<file path="src/rtl/wb_stream_mailbox_pkg.sv">
`default_nettype none
// ============================================================================
// Module  : wb_mbox_pkg
// Brief   : Register offsets, field positions and shared types for the mailbox
// Revision: 1.0
// ============================================================================
package wb_mbox_pkg;

    // Register index as decoded from byte address bits [3:2]
    localparam logic [1:0] MBOX_TXDATA = 2'd0;
    localparam logic [1:0] MBOX_RXDATA = 2'd1;
    localparam logic [1:0] MBOX_STATUS = 2'd2;
    localparam logic [1:0] MBOX_CTRL   = 2'd3;

    localparam int STAT_TX_FULL  = 0;
    localparam int STAT_TX_EMPTY = 1;
    localparam int STAT_RX_FULL  = 2;
    localparam int STAT_RX_EMPTY = 3;
    localparam int STAT_TX_LVL   = 8;
    localparam int STAT_RX_LVL   = 16;

    localparam int CTRL_TX_FLUSH = 0;
    localparam int CTRL_RX_FLUSH = 1;
    localparam int CTRL_IRQ_EN   = 2;

    typedef enum logic [2:0] {
        ERR_NONE  = 3'd0,
        ERR_DIR   = 3'd1,
        ERR_SEL   = 3'd2,
        ERR_FULL  = 3'd3,
        ERR_EMPTY = 3'd4
    } access_err_e;

    typedef enum logic [0:0] {
        ST_IDLE = 1'b0,
        ST_RESP = 1'b1
    } bus_state_e;

endpackage : wb_mbox_pkg
`default_nettype wire

</file>
<file path="src/rtl/wb_stream_mailbox_if.sv">
`default_nettype none
// ============================================================================
// Module  : wb_stream_mailbox_if
// Brief   : Wishbone B3 classic slave-port signal bundle
// Revision: 1.0
// ============================================================================
interface wb_stream_mailbox_if;
    logic [31:0] wb_adr_i;
    logic [31:0] wb_dat_i;
    logic [3:0]  wb_sel_i;
    logic        wb_we_i;
    logic        wb_cyc_i;
    logic        wb_stb_i;
    logic [2:0]  wb_cti_i;
    logic [1:0]  wb_bte_i;
    logic        wb_ack_o;
    logic        wb_err_o;
    logic        wb_rty_o;
    logic [31:0] wb_dat_o;

    modport slave (
        input  wb_adr_i, wb_dat_i, wb_sel_i, wb_we_i, wb_cyc_i, wb_stb_i, wb_cti_i, wb_bte_i,
        output wb_ack_o, wb_err_o, wb_rty_o, wb_dat_o
    );

    modport master (
        output wb_adr_i, wb_dat_i, wb_sel_i, wb_we_i, wb_cyc_i, wb_stb_i, wb_cti_i, wb_bte_i,
        input  wb_ack_o, wb_err_o, wb_rty_o, wb_dat_o
    );
endinterface : wb_stream_mailbox_if
`default_nettype wire

</file>
<file path="src/rtl/wb_stream_mailbox_fifo.sv">
`default_nettype none
// ============================================================================
// Module  : mbox_fifo
// Brief   : Synchronous first-word-fall-through FIFO with flush and level
// Revision: 1.0
// ============================================================================
module mbox_fifo #(
    parameter int WIDTH = 32,
    parameter int DEPTH = 8
) (
    input  wire logic                       clk,
    input  wire logic                       rst,
    input  wire logic                       i_push,
    input  wire logic [WIDTH-1:0]           i_data,
    input  wire logic                       i_pop,
    input  wire logic                       i_flush,
    output logic      [WIDTH-1:0]           o_data,
    output logic                            o_full,
    output logic                            o_empty,
    output logic      [$clog2(DEPTH):0]     o_level
);
    localparam int PTR_W = $clog2(DEPTH);
    localparam int LVL_W = PTR_W + 1;

    logic [WIDTH-1:0] r_mem [DEPTH];
    logic [PTR_W-1:0] r_wr_ptr;
    logic [PTR_W-1:0] r_rd_ptr;
    logic [LVL_W-1:0] r_level;
    logic             w_do_push;
    logic             w_do_pop;

    assign o_full    = (r_level == LVL_W'(DEPTH));
    assign o_empty   = (r_level == '0);
    assign o_level   = r_level;
    assign o_data    = r_mem[r_rd_ptr];
    // A full FIFO still accepts a push when a pop frees the slot in the same cycle
    assign w_do_pop  = i_pop & ~o_empty;
    assign w_do_push = i_push & (~o_full | w_do_pop);

    always_ff @(posedge clk) begin
        if (w_do_push && !i_flush) begin
            r_mem[r_wr_ptr] <= i_data;
        end
    end

    always_ff @(posedge clk) begin
        if (rst || i_flush) begin
            r_wr_ptr <= '0;
            r_rd_ptr <= '0;
            r_level  <= '0;
        end else begin
            if (w_do_push) begin
                r_wr_ptr <= r_wr_ptr + 1'b1;
            end
            if (w_do_pop) begin
                r_rd_ptr <= r_rd_ptr + 1'b1;
            end
            r_level <= r_level + LVL_W'(w_do_push) - LVL_W'(w_do_pop);
        end
    end
endmodule : mbox_fifo
`default_nettype wire

</file>
<file path="src/rtl/wb_stream_mailbox.sv">
`default_nettype none
// ============================================================================
// Module  : wb_stream_mailbox
// Brief   : Wishbone classic slave bridging bus software to TX/RX 32-bit streams
// Revision: 1.0
// ============================================================================
module wb_stream_mailbox
    import wb_mbox_pkg::*;
#(
    parameter int DEPTH = 8
) (
    input  wire logic                wb_clk_i,
    input  wire logic                wb_rst_i,
    wb_stream_mailbox_if.slave       wb,
    output logic      [31:0]         m_tdata,
    output logic                     m_tvalid,
    input  wire logic                m_tready,
    input  wire logic [31:0]         s_tdata,
    input  wire logic                s_tvalid,
    output logic                     s_tready,
    output logic                     irq_o
);
    localparam int LVL_W = $clog2(DEPTH) + 1;

    bus_state_e       r_state;
    logic             r_ack;
    logic             r_err;
    logic [31:0]      r_dat;
    logic             r_irq_en;

    logic             w_req;
    logic [1:0]       w_addr;
    access_err_e      w_err_code;
    logic             w_ok;
    logic             w_tx_push;
    logic             w_tx_pop;
    logic             w_tx_flush;
    logic             w_rx_push;
    logic             w_rx_pop;
    logic             w_rx_flush;
    logic             w_ctrl_wr;
    logic [31:0]      w_status;
    logic [31:0]      w_rd_data;
    logic             w_tx_full;
    logic             w_tx_empty;
    logic [LVL_W-1:0] w_tx_level;
    logic             w_rx_full;
    logic             w_rx_empty;
    logic [LVL_W-1:0] w_rx_level;
    logic [31:0]      w_rx_head;
    logic             w_unused_bits;

    assign w_unused_bits = ^{wb.wb_adr_i[31:4], wb.wb_adr_i[1:0], wb.wb_cti_i, wb.wb_bte_i};

    assign w_req  = wb.wb_cyc_i & wb.wb_stb_i & ~r_ack & ~r_err;
    assign w_addr = wb.wb_adr_i[3:2];

    assign w_tx_pop  = m_tvalid & m_tready;
    assign w_rx_push = s_tvalid & s_tready;

    always_comb begin
        w_err_code = ERR_NONE;
        case (w_addr)
            MBOX_TXDATA: begin
                if (!wb.wb_we_i)                  w_err_code = ERR_DIR;
                else if (wb.wb_sel_i != 4'hF)     w_err_code = ERR_SEL;
                else if (w_tx_full && !w_tx_pop)  w_err_code = ERR_FULL;
            end
            MBOX_RXDATA: begin
                if (wb.wb_we_i)                   w_err_code = ERR_DIR;
                else if (w_rx_empty)              w_err_code = ERR_EMPTY;
            end
            MBOX_STATUS: begin
                if (wb.wb_we_i)                   w_err_code = ERR_DIR;
            end
            MBOX_CTRL: begin
                if (wb.wb_we_i && wb.wb_sel_i != 4'hF) w_err_code = ERR_SEL;
            end
            default: w_err_code = ERR_NONE;
        endcase
    end

    // Side effects are gated by w_ok so an errored access never changes state
    assign w_ok       = w_req & (w_err_code == ERR_NONE);
    assign w_tx_push  = w_ok & (w_addr == MBOX_TXDATA);
    assign w_rx_pop   = w_ok & (w_addr == MBOX_RXDATA);
    assign w_ctrl_wr  = w_ok & (w_addr == MBOX_CTRL) & wb.wb_we_i;
    assign w_tx_flush = w_ctrl_wr & wb.wb_dat_i[CTRL_TX_FLUSH];
    assign w_rx_flush = w_ctrl_wr & wb.wb_dat_i[CTRL_RX_FLUSH];

    always_comb begin
        w_status                          = '0;
        w_status[STAT_TX_FULL]            = w_tx_full;
        w_status[STAT_TX_EMPTY]           = w_tx_empty;
        w_status[STAT_RX_FULL]            = w_rx_full;
        w_status[STAT_RX_EMPTY]           = w_rx_empty;
        w_status[STAT_TX_LVL +: LVL_W]    = w_tx_level;
        w_status[STAT_RX_LVL +: LVL_W]    = w_rx_level;
    end

    always_comb begin
        w_rd_data = '0;
        if (w_ok && !wb.wb_we_i) begin
            case (w_addr)
                MBOX_RXDATA: w_rd_data = w_rx_head;
                MBOX_STATUS: w_rd_data = w_status;
                MBOX_CTRL:   w_rd_data = {29'b0, r_irq_en, 2'b00};
                default:     w_rd_data = '0;
            endcase
        end
    end

    always_ff @(posedge wb_clk_i) begin
        if (wb_rst_i) begin
            r_state <= ST_IDLE;
            r_ack   <= 1'b0;
            r_err   <= 1'b0;
            r_dat   <= '0;
        end else begin
            case (r_state)
                ST_IDLE: begin
                    if (w_req) begin
                        r_ack   <= w_ok;
                        r_err   <= ~w_ok;
                        r_dat   <= w_rd_data;
                        r_state <= ST_RESP;
                    end
                end
                ST_RESP: begin
                    r_ack   <= 1'b0;
                    r_err   <= 1'b0;
                    r_dat   <= '0;
                    r_state <= ST_IDLE;
                end
                default: r_state <= ST_IDLE;
            endcase
        end
    end

    always_ff @(posedge wb_clk_i) begin
        if (wb_rst_i) begin
            r_irq_en <= 1'b0;
        end else if (w_ctrl_wr) begin
            r_irq_en <= wb.wb_dat_i[CTRL_IRQ_EN];
        end
    end

    mbox_fifo #(.WIDTH(32), .DEPTH(DEPTH)) u_tx_fifo (
        .clk     (wb_clk_i),
        .rst     (wb_rst_i),
        .i_push  (w_tx_push),
        .i_data  (wb.wb_dat_i),
        .i_pop   (w_tx_pop),
        .i_flush (w_tx_flush),
        .o_data  (m_tdata),
        .o_full  (w_tx_full),
        .o_empty (w_tx_empty),
        .o_level (w_tx_level)
    );

    mbox_fifo #(.WIDTH(32), .DEPTH(DEPTH)) u_rx_fifo (
        .clk     (wb_clk_i),
        .rst     (wb_rst_i),
        .i_push  (w_rx_push),
        .i_data  (s_tdata),
        .i_pop   (w_rx_pop),
        .i_flush (w_rx_flush),
        .o_data  (w_rx_head),
        .o_full  (w_rx_full),
        .o_empty (w_rx_empty),
        .o_level (w_rx_level)
    );

    assign m_tvalid    = ~w_tx_empty;
    assign s_tready    = ~w_rx_full & ~wb_rst_i;
    assign irq_o       = r_irq_en & ~w_rx_empty;

    assign wb.wb_ack_o = r_ack;
    assign wb.wb_err_o = r_err;
    assign wb.wb_rty_o = 1'b0;
    assign wb.wb_dat_o = r_dat;
endmodule : wb_stream_mailbox
`default_nettype wire

</file>
<file path="src/flat_wrapper.sv">
// flat-port wrapper written by rule: the top's interface ports become plain ports
module wb_stream_mailbox_flat import wb_mbox_pkg::*;
#(
    parameter int DEPTH = 8
)
  (wb_clk_i, wb_rst_i, m_tdata, m_tvalid, m_tready, s_tdata, s_tvalid, s_tready, irq_o, wb_wb_adr_i, wb_wb_dat_i, wb_wb_sel_i, wb_wb_we_i, wb_wb_cyc_i, wb_wb_stb_i, wb_wb_cti_i, wb_wb_bte_i, wb_wb_ack_o, wb_wb_err_o, wb_wb_rty_o, wb_wb_dat_o);
  wb_stream_mailbox_if wb_i ();
  input  wire logic wb_clk_i;
  input  wire logic wb_rst_i;
  output logic      [31:0] m_tdata;
  output logic m_tvalid;
  input  wire logic m_tready;
  input  wire logic [31:0] s_tdata;
  input  wire logic s_tvalid;
  output logic s_tready;
  output logic irq_o;
  input wire logic [$bits(wb_i.wb_adr_i)-1:0] wb_wb_adr_i;
  input wire logic [$bits(wb_i.wb_dat_i)-1:0] wb_wb_dat_i;
  input wire logic [$bits(wb_i.wb_sel_i)-1:0] wb_wb_sel_i;
  input wire logic [$bits(wb_i.wb_we_i)-1:0] wb_wb_we_i;
  input wire logic [$bits(wb_i.wb_cyc_i)-1:0] wb_wb_cyc_i;
  input wire logic [$bits(wb_i.wb_stb_i)-1:0] wb_wb_stb_i;
  input wire logic [$bits(wb_i.wb_cti_i)-1:0] wb_wb_cti_i;
  input wire logic [$bits(wb_i.wb_bte_i)-1:0] wb_wb_bte_i;
  output wire logic [$bits(wb_i.wb_ack_o)-1:0] wb_wb_ack_o;
  output wire logic [$bits(wb_i.wb_err_o)-1:0] wb_wb_err_o;
  output wire logic [$bits(wb_i.wb_rty_o)-1:0] wb_wb_rty_o;
  output wire logic [$bits(wb_i.wb_dat_o)-1:0] wb_wb_dat_o;
  assign wb_i.wb_adr_i = wb_wb_adr_i;
  assign wb_i.wb_dat_i = wb_wb_dat_i;
  assign wb_i.wb_sel_i = wb_wb_sel_i;
  assign wb_i.wb_we_i = wb_wb_we_i;
  assign wb_i.wb_cyc_i = wb_wb_cyc_i;
  assign wb_i.wb_stb_i = wb_wb_stb_i;
  assign wb_i.wb_cti_i = wb_wb_cti_i;
  assign wb_i.wb_bte_i = wb_wb_bte_i;
  assign wb_wb_ack_o = wb_i.wb_ack_o;
  assign wb_wb_err_o = wb_i.wb_err_o;
  assign wb_wb_rty_o = wb_i.wb_rty_o;
  assign wb_wb_dat_o = wb_i.wb_dat_o;
  wb_stream_mailbox #(.DEPTH(DEPTH)) u_core (.wb_clk_i(wb_clk_i), .wb_rst_i(wb_rst_i), .wb(wb_i), .m_tdata(m_tdata), .m_tvalid(m_tvalid), .m_tready(m_tready), .s_tdata(s_tdata), .s_tvalid(s_tvalid), .s_tready(s_tready), .irq_o(irq_o));
endmodule
</file>
<file path="config.mk">
export PLATFORM = sky130hd
export DESIGN_NAME = wb_stream_mailbox_flat
export DESIGN_NICKNAME = d
export VERILOG_FILES = /design/src/rtl/wb_stream_mailbox_pkg.sv /design/src/rtl/wb_stream_mailbox_if.sv /design/src/rtl/wb_stream_mailbox_fifo.sv /design/src/rtl/wb_stream_mailbox.sv /design/src/flat_wrapper.sv
export SDC_FILE = /design/constraint.sdc
export NUM_CORES = 1
export LEC_CHECK = 0
export CORE_MARGIN = 3
export CORE_UTILIZATION = 30
export DETAILED_ROUTE_END_ITERATION = 6
export SYNTH_ARGS = -nofsm -noshare
export SYNTH_HDL_FRONTEND = slang
export SYNTH_HIERARCHICAL = 1
export SYNTH_SLANG_ARGS = --single-unit
</file>
<file path="constraint.sdc">
create_clock -name wb_clk_i -period 5.7 [get_ports wb_clk_i]
set_clock_uncertainty 0.15 [all_clocks]
set_input_delay 0.855 -clock wb_clk_i [delete_from_list [all_inputs] [get_ports wb_clk_i]]
set_output_delay 0.855 -clock wb_clk_i [all_outputs]
set_load 0.01 [all_outputs]
</file>
==> results of run 1 <==
power breakdown:
group | internal (mW) | switching (mW) | leakage (nW)
clock network | 2.17 | 1.57 | 0.930
logic | 0.598 | 0.536 | 2.44
registers | 4.67 | 0.0871 | 5.12
total | 7.45 | 2.19 | 8.48
cell type report:
class / instances / share of cell area
flip-flops and latches: 574 / 0.6097
repair buffers: 176 / 0.06542
diodes: 3 / 0.0002753
well taps: 959 / 0.04400
inverters: 22 / 0.003028
clock inverters: 29 / 0.01184
clock buffers: 78 / 0.05781
multi-input cells: 458 / 0.2079
Yosys cell counts (all sizes together) (12+ instances only):
| cell | n |
|---|---|
| a21oi | 44 |
| buf | 44 |
| clkbuf | 12 |
| dfxtp | 62 |
| edfxtp | 512 |
| ha | 14 |
| inv | 22 |
| mux2 | 65 |
| mux4 | 128 |
| nand2 | 52 |
| nand3 | 23 |
| nor2 | 20 |
| or3 | 20 |
worst max path at each step:
stage	from	to	slack [ns]	cells past startpoint
floorplan	u_core/u_rx_fifo/o_level[2]	u_core/u_tx_fifo/r_mem[1][0]	0.52	11
global placement	wb_wb_adr_i[3]	u_core/u_tx_fifo/o_level[2]	1.23	13
detailed placement	wb_wb_adr_i[2]	u_core/u_rx_fifo/r_mem[5][24]	1.19	9
CTS	u_core/u_rx_fifo/o_level[2]	u_core/u_rx_fifo/r_mem[5][24]	1.40	12
global route	u_core/u_rx_fifo/o_level[2]	u_core/u_rx_fifo/r_mem[5][30]	1.19	12
finish	u_core/u_rx_fifo/o_level[2]	u_core/u_rx_fifo/r_mem[5][30]	1.39	12
worst max-delay path, cell delays in order (launching register included):
cell	delay [ns]
dfxtp_1	0.33
inv_1	0.10
ha_1	0.19
or3b_2	0.46
inv_1	0.26
and2b_2	0.37
and3_1	0.22
buf_4	0.21
and2_1	0.25
nor2b_1	0.16
o211ai_1	0.71
nor2_4	0.18
buf_4	0.37
sequential cells by signal, indices dropped and copies added (netlist names), 3 cells and up, named ones only:
name / flops
u_core/u_tx_fifo/r_mem: 256
u_core/u_tx_fifo/o_level: 4
u_core/u_tx_fifo/r_rd_ptr: 3
u_core/wb.wb_dat_o: 32
u_core/u_tx_fifo/r_wr_ptr: 3
u_core/u_rx_fifo/r_rd_ptr: 3
u_core/u_rx_fifo/r_wr_ptr: 3
u_core/u_rx_fifo/r_mem: 256
u_core/u_rx_fifo/o_level: 4
cells by family after synthesis:
kind of cell             after synthesis  share of synthesized area
flip-flops                           574                     0.7357
buffers and inverters                 78                    0.01967
AND/OR/NAND/NOR                      160                    0.03612
AO/OA/AOI/OAI                         77                    0.02072
adder cells (fa/ha/maj)               16                   0.009529
other                                  1                  0.0001660
XOR/XNOR                               2                  0.0007757
multiplexers                         202                     0.1773
metal layers:
metal / GRT usage / vias to the layer above
met3: 0.03162 / 53
met1: 0.1689 / 5666
met5: 0 / -
met4: 0.02545 / 4
met2: 0.2046 / 278
li1: - / 4963
==> impl_metrics.toml, run 1 <==
[hold_path]
hold-path-endpoint = "u_core/wb.wb_dat_o[4]"
min_path_type = "reg2reg"
hold_depth = 2
holdCritStartpoint = "u_core/wb.wb_dat_o[4]"

[floorplanning]
die_w_um = 280.4
rows = 99
core-area_um2 = 73830
die_h_um = 280.4
boundaryPins = 182
initial_core_util = 0.3059
fp.dieArea_um2 = 78610

[synth]
synth_seq_cells = 574
synth_top_flop_cell = "edfxtp_1"
synth.top_cell.area_share = 0.6807
yosys_warnings = 6
synth_edf_count = 512
synth_nets = 1238
seq_area_frac_synth = 0.7357
async_flop_share = 0
synth_area_um2 = 22590
syn_avg_cell_area_um2 = 20.35
synthCells = 1110
yosysTopAreaCell = "edfxtp_1"
synthTopCellsByArea = "edfxtp_1, mux4_1, dfxtp_1"
synthDistinctLibCells = 46

[layout]
final_area_um2 = 27270
final_common_cell = "edfxtp_1"
drive_gt1_frac = 0.1945
nNetsFinal = 1418
final_cell_mix = "edfxtp_1, clkdlybuf4s50_1, mux4_1, mux2_2, clkbuf_16"
seqCellArea_um2 = 16630
syn_to_final_growth_pct = 20.75
utilization = 0.3694
layout.cells.non_filler = 2299
n_fill_cell = 6790
multi_input_area_um2 = 5670

[global_routing]
grt_pass1_vias = 11470
grt_max_degree = 50
grt_usage = 0.1248
grt_overflow = 0
grt_pass1_wl_mm = 73.42
antenna_found_initial = 5

[setup_path]
start_kind = "register"
r2r_end = "u_core/u_rx_fifo/r_mem[5][30]"
reg2reg_slack_ns = 1.39
worstSetupPathType = "reg2reg"
cp.required_ns = 5.85
endpoint_kind = "register"
r2r_start = "u_core/u_rx_fifo/o_level[2]"
path_max_fanout = 27
cp.arrival_ns = 4.46
ff2ff_path_depth = 12

[pwr]
irDropWorstVdd_mv = 0.2477
p_leak_nw = 8.481
power_mw = 9.636
power.density_nw_per_um2 = 353.3

[route]
drtAntennaViolNets = 0
met1Wirelength_mm = 21.68
first_pass_iters = 7
detail_route.wirelength_mm = 49.31
drcViolationCount = 0
vias_per_cell = 4.769
wl_per_cell_um = 21.45
wl_met3_mm = 3.202
vias = 10960
drt_iter0_drc = 784
routed.top_layer = "met5"
wl_met2_mm = 23.71

[sta]
worst-slew-pin-transition_ns = 1.052
holdWs_ns = 0.3073
min_period_ns = 4.310
final.setup.worst_slack_ns = 1.390
fin_tns_setup_ns = 0
slew_violations = 0
rsz0062_at_grt = "no"
maxSlewHeadroom = 0.2988
timing.final.crit_share = 0.7562
finalHoldViolCount = 0
max_freq_ghz = 0.2320
setup_violations = 0

[place]
dp_worst_setup_slack_ns = 1.188
post_dp_cell_area_um2 = 25360
gp_congestion = 0.7368
dpl.cell_count = 2189
post-dp-hpwl_mm = 28.10
numPortBuffers = 145

[clock_tree]
cts-root-buf = "clkbuf_16"
cts_setup_buffers = 0
cts_tree = "built"
cts-hold-fix-buffers = 0
cts_max_path_buffers = 3
htreeDepth = 2
clkSinkCount = 574
numCtsBuffers = 58
insertion_delay_ns = 0.61
path_clk_slew_ns = 0.06
post_cts_resized = 0

[flow_run]
cap_violations = 0

[status]
status = "complete, no violations"
Note: power is estimated with default switching activity, not from simulation.
==> run 2, diff against run 1 <==
==> constraint.sdc (replaced) <==
create_clock -name wb_clk_i -period 4.2 [get_ports wb_clk_i]
set_clock_uncertainty 0.15 [all_clocks]
set_input_delay 0.63 -clock wb_clk_i [delete_from_list [all_inputs] [get_ports wb_clk_i]]
set_output_delay 0.63 -clock wb_clk_i [all_outputs]
set_load 0.01 [all_outputs]
==> run 2 against run 1 <==
Via count rose by 2.3%. Cell area rose by 0.46%. Sequential share of layout area fell by 0.28 points. Worst setup slack got worse by 0.91 ns. Die area did not move. Non-clock buffer count rose by 9. Critical endpoint is now m_tdata[13]. Count of clock-buffer cells in the layout fell by 2. Critical path depth fell by 8. Power rose by 34%. Flip-flop and latch count did not move. Highest routed layer unchanged. Utilization rose by 0.17 points.
==> impl_metrics.toml, run 2 (synthesis results as in run 1) <==
[clock_tree]
cts_setup_buffers = 0
cts_tree = "built"
htreeDepth = 2
cts-hold-fix-buffers = 0
numCtsBuffers = 57
insertion_delay_ns = 0.61
post_cts_resized = 0
cts-root-buf = "clkbuf_16"
clkSinkCount = 574
path_clk_slew_ns = 0.06
cts_max_path_buffers = 3

[route]
drtAntennaViolNets = 0
vias_per_cell = 4.859
drcViolationCount = 0
vias = 11210
first_pass_iters = 5
wl_per_cell_um = 21.68
detail_route.wirelength_mm = 50.03
drt_iter0_drc = 850

[floorplanning]
initial_core_util = 0.3059
fp.dieArea_um2 = 78610
die_h_um = 280.4
core-area_um2 = 73830
boundaryPins = 182
die_w_um = 280.4
rows = 99

[setup_path]
critPathCapture = "m_tdata[13]"
r2r_start = "u_core/u_rx_fifo/o_level[2]"
ff2ff_path_depth = 12
start_kind = "register"
path_max_fanout = 30
cp.required_ns = 3.42
worstSetupPathType = "reg2out"
endpoint_kind = "output pin"
r2r_end = "u_core/u_rx_fifo/r_mem[2][23]"
reg2reg_slack_ns = 0.49
cp.arrival_ns = 2.94

[sta]
setup_violations = 0
max_freq_ghz = 0.2686
slew_violations = 0
finalHoldViolCount = 0
min_period_ns = 3.723
rsz0062_at_grt = "no"
fin_tns_setup_ns = 0
maxSlewHeadroom = 0.2375
timing.final.crit_share = 0.8864
worst-slew-pin-transition_ns = 1.142

[layout]
drive_gt1_frac = 0.1984
final_cell_mix = "edfxtp_1, clkdlybuf4s50_1, mux4_1, mux2_2"
syn_to_final_growth_pct = 21.31
final_common_cell = "edfxtp_1"
nNetsFinal = 1426

[flow_run]
cap_violations = 0

[place]
gp_congestion = 0.7508
post-dp-hpwl_mm = 28.92
numPortBuffers = 145

[pwr]
p_comb_frac = 0.122
switching_power_mw = 2.929
p_sw_frac = 0.2264
power.density_nw_per_um2 = 472.3
p_leak_nw = 8.507
irDropWorstVdd_mv = 0.3450
seq_power_share = 0.499
power_mw = 12.94
clkPwrFrac = 0.379
internal_power_mw = 10.01

[global_routing]
grt_usage = 0.1266
antenna_found_initial = 9
grt_max_degree = 48
grt_overflow = 0
grt_pass1_vias = 11810
grt_pass1_wl_mm = 75.01

[hold_path]
min_path_type = "reg2reg"

[status]
status = "complete, no violations"
[run 2: layer usage]
metal / global-route usage / routed length [um]
met5: 0 / 93
met4: 0.03322 / 1084
met3: 0.03412 / 3349
met1: 0.1655 / 21460
met2: 0.2092 / 24040
[run 2: power by group through the flow]
stage	logic (mW)	clock network, mW	registers (mW)
floorplan	1.04	0	6.51
global placement	1.58	0	6.58
detailed placement	1.60	0	6.59
CTS	1.61	5.05	6.47
global route	1.73	5.28	6.48
finish	1.58	4.90	6.46
[run 2: through the flow]
stage	cells	util	setup WS, ns	area [um2]	hold WS, ns
floorplan	1110	-	-0.6592	22670	0.3046
global placement	2198	0.3464	0.4568	25580	0.2924
detailed placement	2198	0.3464	0.3691	25580	0.2952
CTS	2305	0.3710	0.3662	27390	0.3056
global route	2307	0.3711	0.2369	27400	0.3231
finish	2308	0.3711	0.4772	27400	0.3020
[run 2: layout make-up]
cell class / instances / area, um2
clock buffer: 76 / 1528
fill: 6735 / 46430
multi-input combinational: 458 / 5689
clock inverter: 31 / 286.5
timing repair buffer: 185 / 1977
inverter: 22 / 82.58
tap: 959 / 1200
sequential: 574 / 16630
antenna: 3 / 7.507
[run 2: how the worst min path moves through the flow]
stage / slack (ns) / from / cells after the start / end
after floorplan: 0.30 / u_core/u_rx_fifo/r_rd_ptr[2] / 2 / register
after global placement: 0.29 / u_core/wb.wb_dat_o[0] / 2 / u_core/wb.wb_dat_o[0]
after detailed placement: 0.30 / u_core/wb.wb_dat_o[1] / 2 / u_core/wb.wb_dat_o[1]
after CTS: 0.31 / u_core/wb.wb_dat_o[0] / 2 / u_core/wb.wb_dat_o[0]
after global routing: 0.32 / u_core/wb.wb_dat_o[27] / 2 / u_core/wb.wb_dat_o[27]
final: 0.30 / u_core/wb.wb_dat_o[0] / 2 / u_core/wb.wb_dat_o[0]
[run 2: worst max-delay path, cell delays in order (launching register included)]
cell	delay [ns]
dfxtp_4	0.63
buf_12	0.32
mux4_1	0.62
mux2_2	0.28
clkdlybuf4s50_1	0.48
==> run 3, diff against run 2 <==
--- a/config.mk
+++ b/config.mk
@@ -6,8 +6,10 @@
 export NUM_CORES = 1
 export LEC_CHECK = 0
 export CORE_MARGIN = 3
-export CORE_UTILIZATION = 30
+export CORE_UTILIZATION = 58
 export DETAILED_ROUTE_END_ITERATION = 6
+export GPL_TIMING_DRIVEN = 0
+export PLACE_DENSITY = 0.8
 export SYNTH_ARGS = -nofsm -noshare
 export SYNTH_HDL_FRONTEND = slang
 export SYNTH_HIERARCHICAL = 1
==> run 3 against run 2 <==
First-iteration DRC count is 11% higher. Sequential power is 0.8% lower. Cell count is 17% lower. Register-to-register slack worse by 0.42 ns. Die area is 47% lower. Routed wire length is 1.6% lower. Critical path depth is 10 higher. Sequential share of layout area is 0.28 points lower. Utilization is 35 points higher. Count of clock-buffer cells in the layout is 7 lower. Cell area is 0.39% higher. Via count is 5.6% higher.
==> impl_metrics.toml, run 3 (synthesis results as in run 1) <==
[hold_path]
holdCritStartpoint = "u_core/wb.wb_dat_o[27]"
min_path_type = "reg2reg"

[floorplanning]
core-area_um2 = 38020
rows = 71
die_h_um = 203.3
fp.dieArea_um2 = 41350
initial_core_util = 0.5940
die_w_um = 203.3
boundaryPins = 182

[setup_path]
start_kind = "register"
cp.required_ns = 4.36
reg2reg_slack_ns = 0.07
path_max_fanout = 10
cp.arrival_ns = 4.28
ff2ff_path_depth = 14
r2r_start = "u_core/u_rx_fifo/o_level[2]"
worstSetupPathType = "reg2reg"
critPathCapture = "u_core/u_rx_fifo/r_mem[2][16]"
endpoint_kind = "register"
crit_start = "u_core/u_rx_fifo/o_level[2]"
r2r_end = "u_core/u_rx_fifo/r_mem[2][16]"

[sta]
worst-slew-pin-transition_ns = 0.8452
setup_violations = 0
finalHoldViolCount = 0
min_period_ns = 4.128
maxSlewHeadroom = 0.4341
max_freq_ghz = 0.2422
rsz0062_at_grt = "yes"
timing.final.crit_share = 0.9829
slew_violations = 0
holdWs_ns = 0.3033

[global_routing]
grt_max_degree = 27
grt_overflow = 0
grt_pass1_vias = 12020
grt_pass1_wl_mm = 74.13
antenna_found_initial = 3
grt_usage = 0.2410

[pwr]
p_leak_nw = 8.861
power.density_nw_per_um2 = 484.2
irDropWorstVdd_mv = 0.4095

[layout]
final_cell_mix = "edfxtp_1, clkdlybuf4s50_1, mux4_1, mux2_2, dfxtp_1"
drive_gt1_frac = 0.2224
final_area_um2 = 27500
layout.cells.non_filler = 1924
nNetsFinal = 1494
syn_to_final_growth_pct = 21.78
final_common_cell = "edfxtp_1"

[clock_tree]
cts-root-buf = "clkbuf_16"
clkSinkCount = 574
numCtsBuffers = 56
cts_tree = "built"
cts_max_path_buffers = 3
cts-hold-fix-buffers = 0
insertion_delay_ns = 0.60
htreeDepth = 2
path_clk_slew_ns = 0.06

[place]
numPortBuffers = 145
dpl.cell_count = 1802
gp_congestion = 0.8359
post-dp-hpwl_mm = 30.38
post_dp_cell_area_um2 = 25400

[route]
detail_route.wirelength_mm = 49.25
vias = 11840
vias_per_cell = 6.154
wl_per_cell_um = 25.60
drtAntennaViolNets = 0
drcViolationCount = 0
first_pass_iters = 5
drt_iter0_drc = 947

[flow_run]
cap_violations = 0

[status]
status = "complete, no violations"
run 3: cell count changes in the layout (fill, tap and decap cells not counted), sizes merged:
| cell | delta |
|---|---|
| buf | +57 |
| diode | -2 |
| clkinvlp | +4 |
| clkinv | -5 |
| bufinv | +7 |
| clkbuf | +5 |
| inv | -2 |
run 3: repair_timing:
item	CTS	global route
resized for setup	6	3
pin swaps	5	4
endpoints found under the setup margin	359	230
buffers inserted	9	8
run 3: layer usage:
layer  routed length, um  vias up  track usage
met5                  37        -      0.01071
met2               25040      525       0.4048
li1                    -     5114            -
met1               19070     6108       0.3268
met3                3838       87      0.04405
met4                1267        6      0.07424
run 3: where the power goes:
group	total [mW]	switching [mW]	internal, mW
Clock	5.20	2.05	3.15
Combinational	1.71	0.822	0.887
Sequential	6.41	0.0704	6.34
run 3: worst min-delay path by stage:
stage,to,slack [ns],cells past startpoint
2_1_floorplan,register,0.30,2
3_3_place_gp,u_core/wb.wb_dat_o[27],0.29,2
3_5_place_dp,u_core/wb.wb_dat_o[27],0.30,2
4_1_cts,u_core/wb.wb_dat_o[27],0.30,2
5_1_grt,u_core/wb.wb_dat_o[24],0.32,2
6_report,u_core/wb.wb_dat_o[27],0.30,2
run 3: layout make-up:
class	count	area [um2]
timing repair buffer	198	2147
clock inverter	35	471.7
inverter	22	82.58
multi-input combinational	458	5723
fill	2217	10520
tap	511	639.4
buffer	56	361.6
clock buffer	69	1460
sequential	574	16620
antenna	1	2.502
run 3: critical path, stage by stage, from the launching register on:
cell	delay, ns
dfxtp_1	0.37
inv_1	0.11
ha_1	0.24
or3b_2	0.21
inv_1	0.15
and2b_2	0.30
and3_1	0.32
buf_4	0.23
and2_1	0.27
nor2b_1	0.25
o21ai_2	0.18
nor3_4	0.47
buf_6	0.24
buf_6	0.17
buf_6	0.15
run 3: per-stage QoR:
stage / util / worst slack [ns] / TNS [ns] / total power [mW]
after detailed placement: 0.6680 / -1.058 / -213.34 / 8.207
final: 0.7234 / 0.07191 / 0 / 13.32
after floorplan: - / -0.6592 / -79.50 / 7.553
after global placement: 0.6512 / -3.791 / -1179.01 / 8.142
after global routing: 0.7233 / -0.03191 / -0.03191 / 13.77
after CTS: 0.7212 / 0.007896 / 0 / 13.41
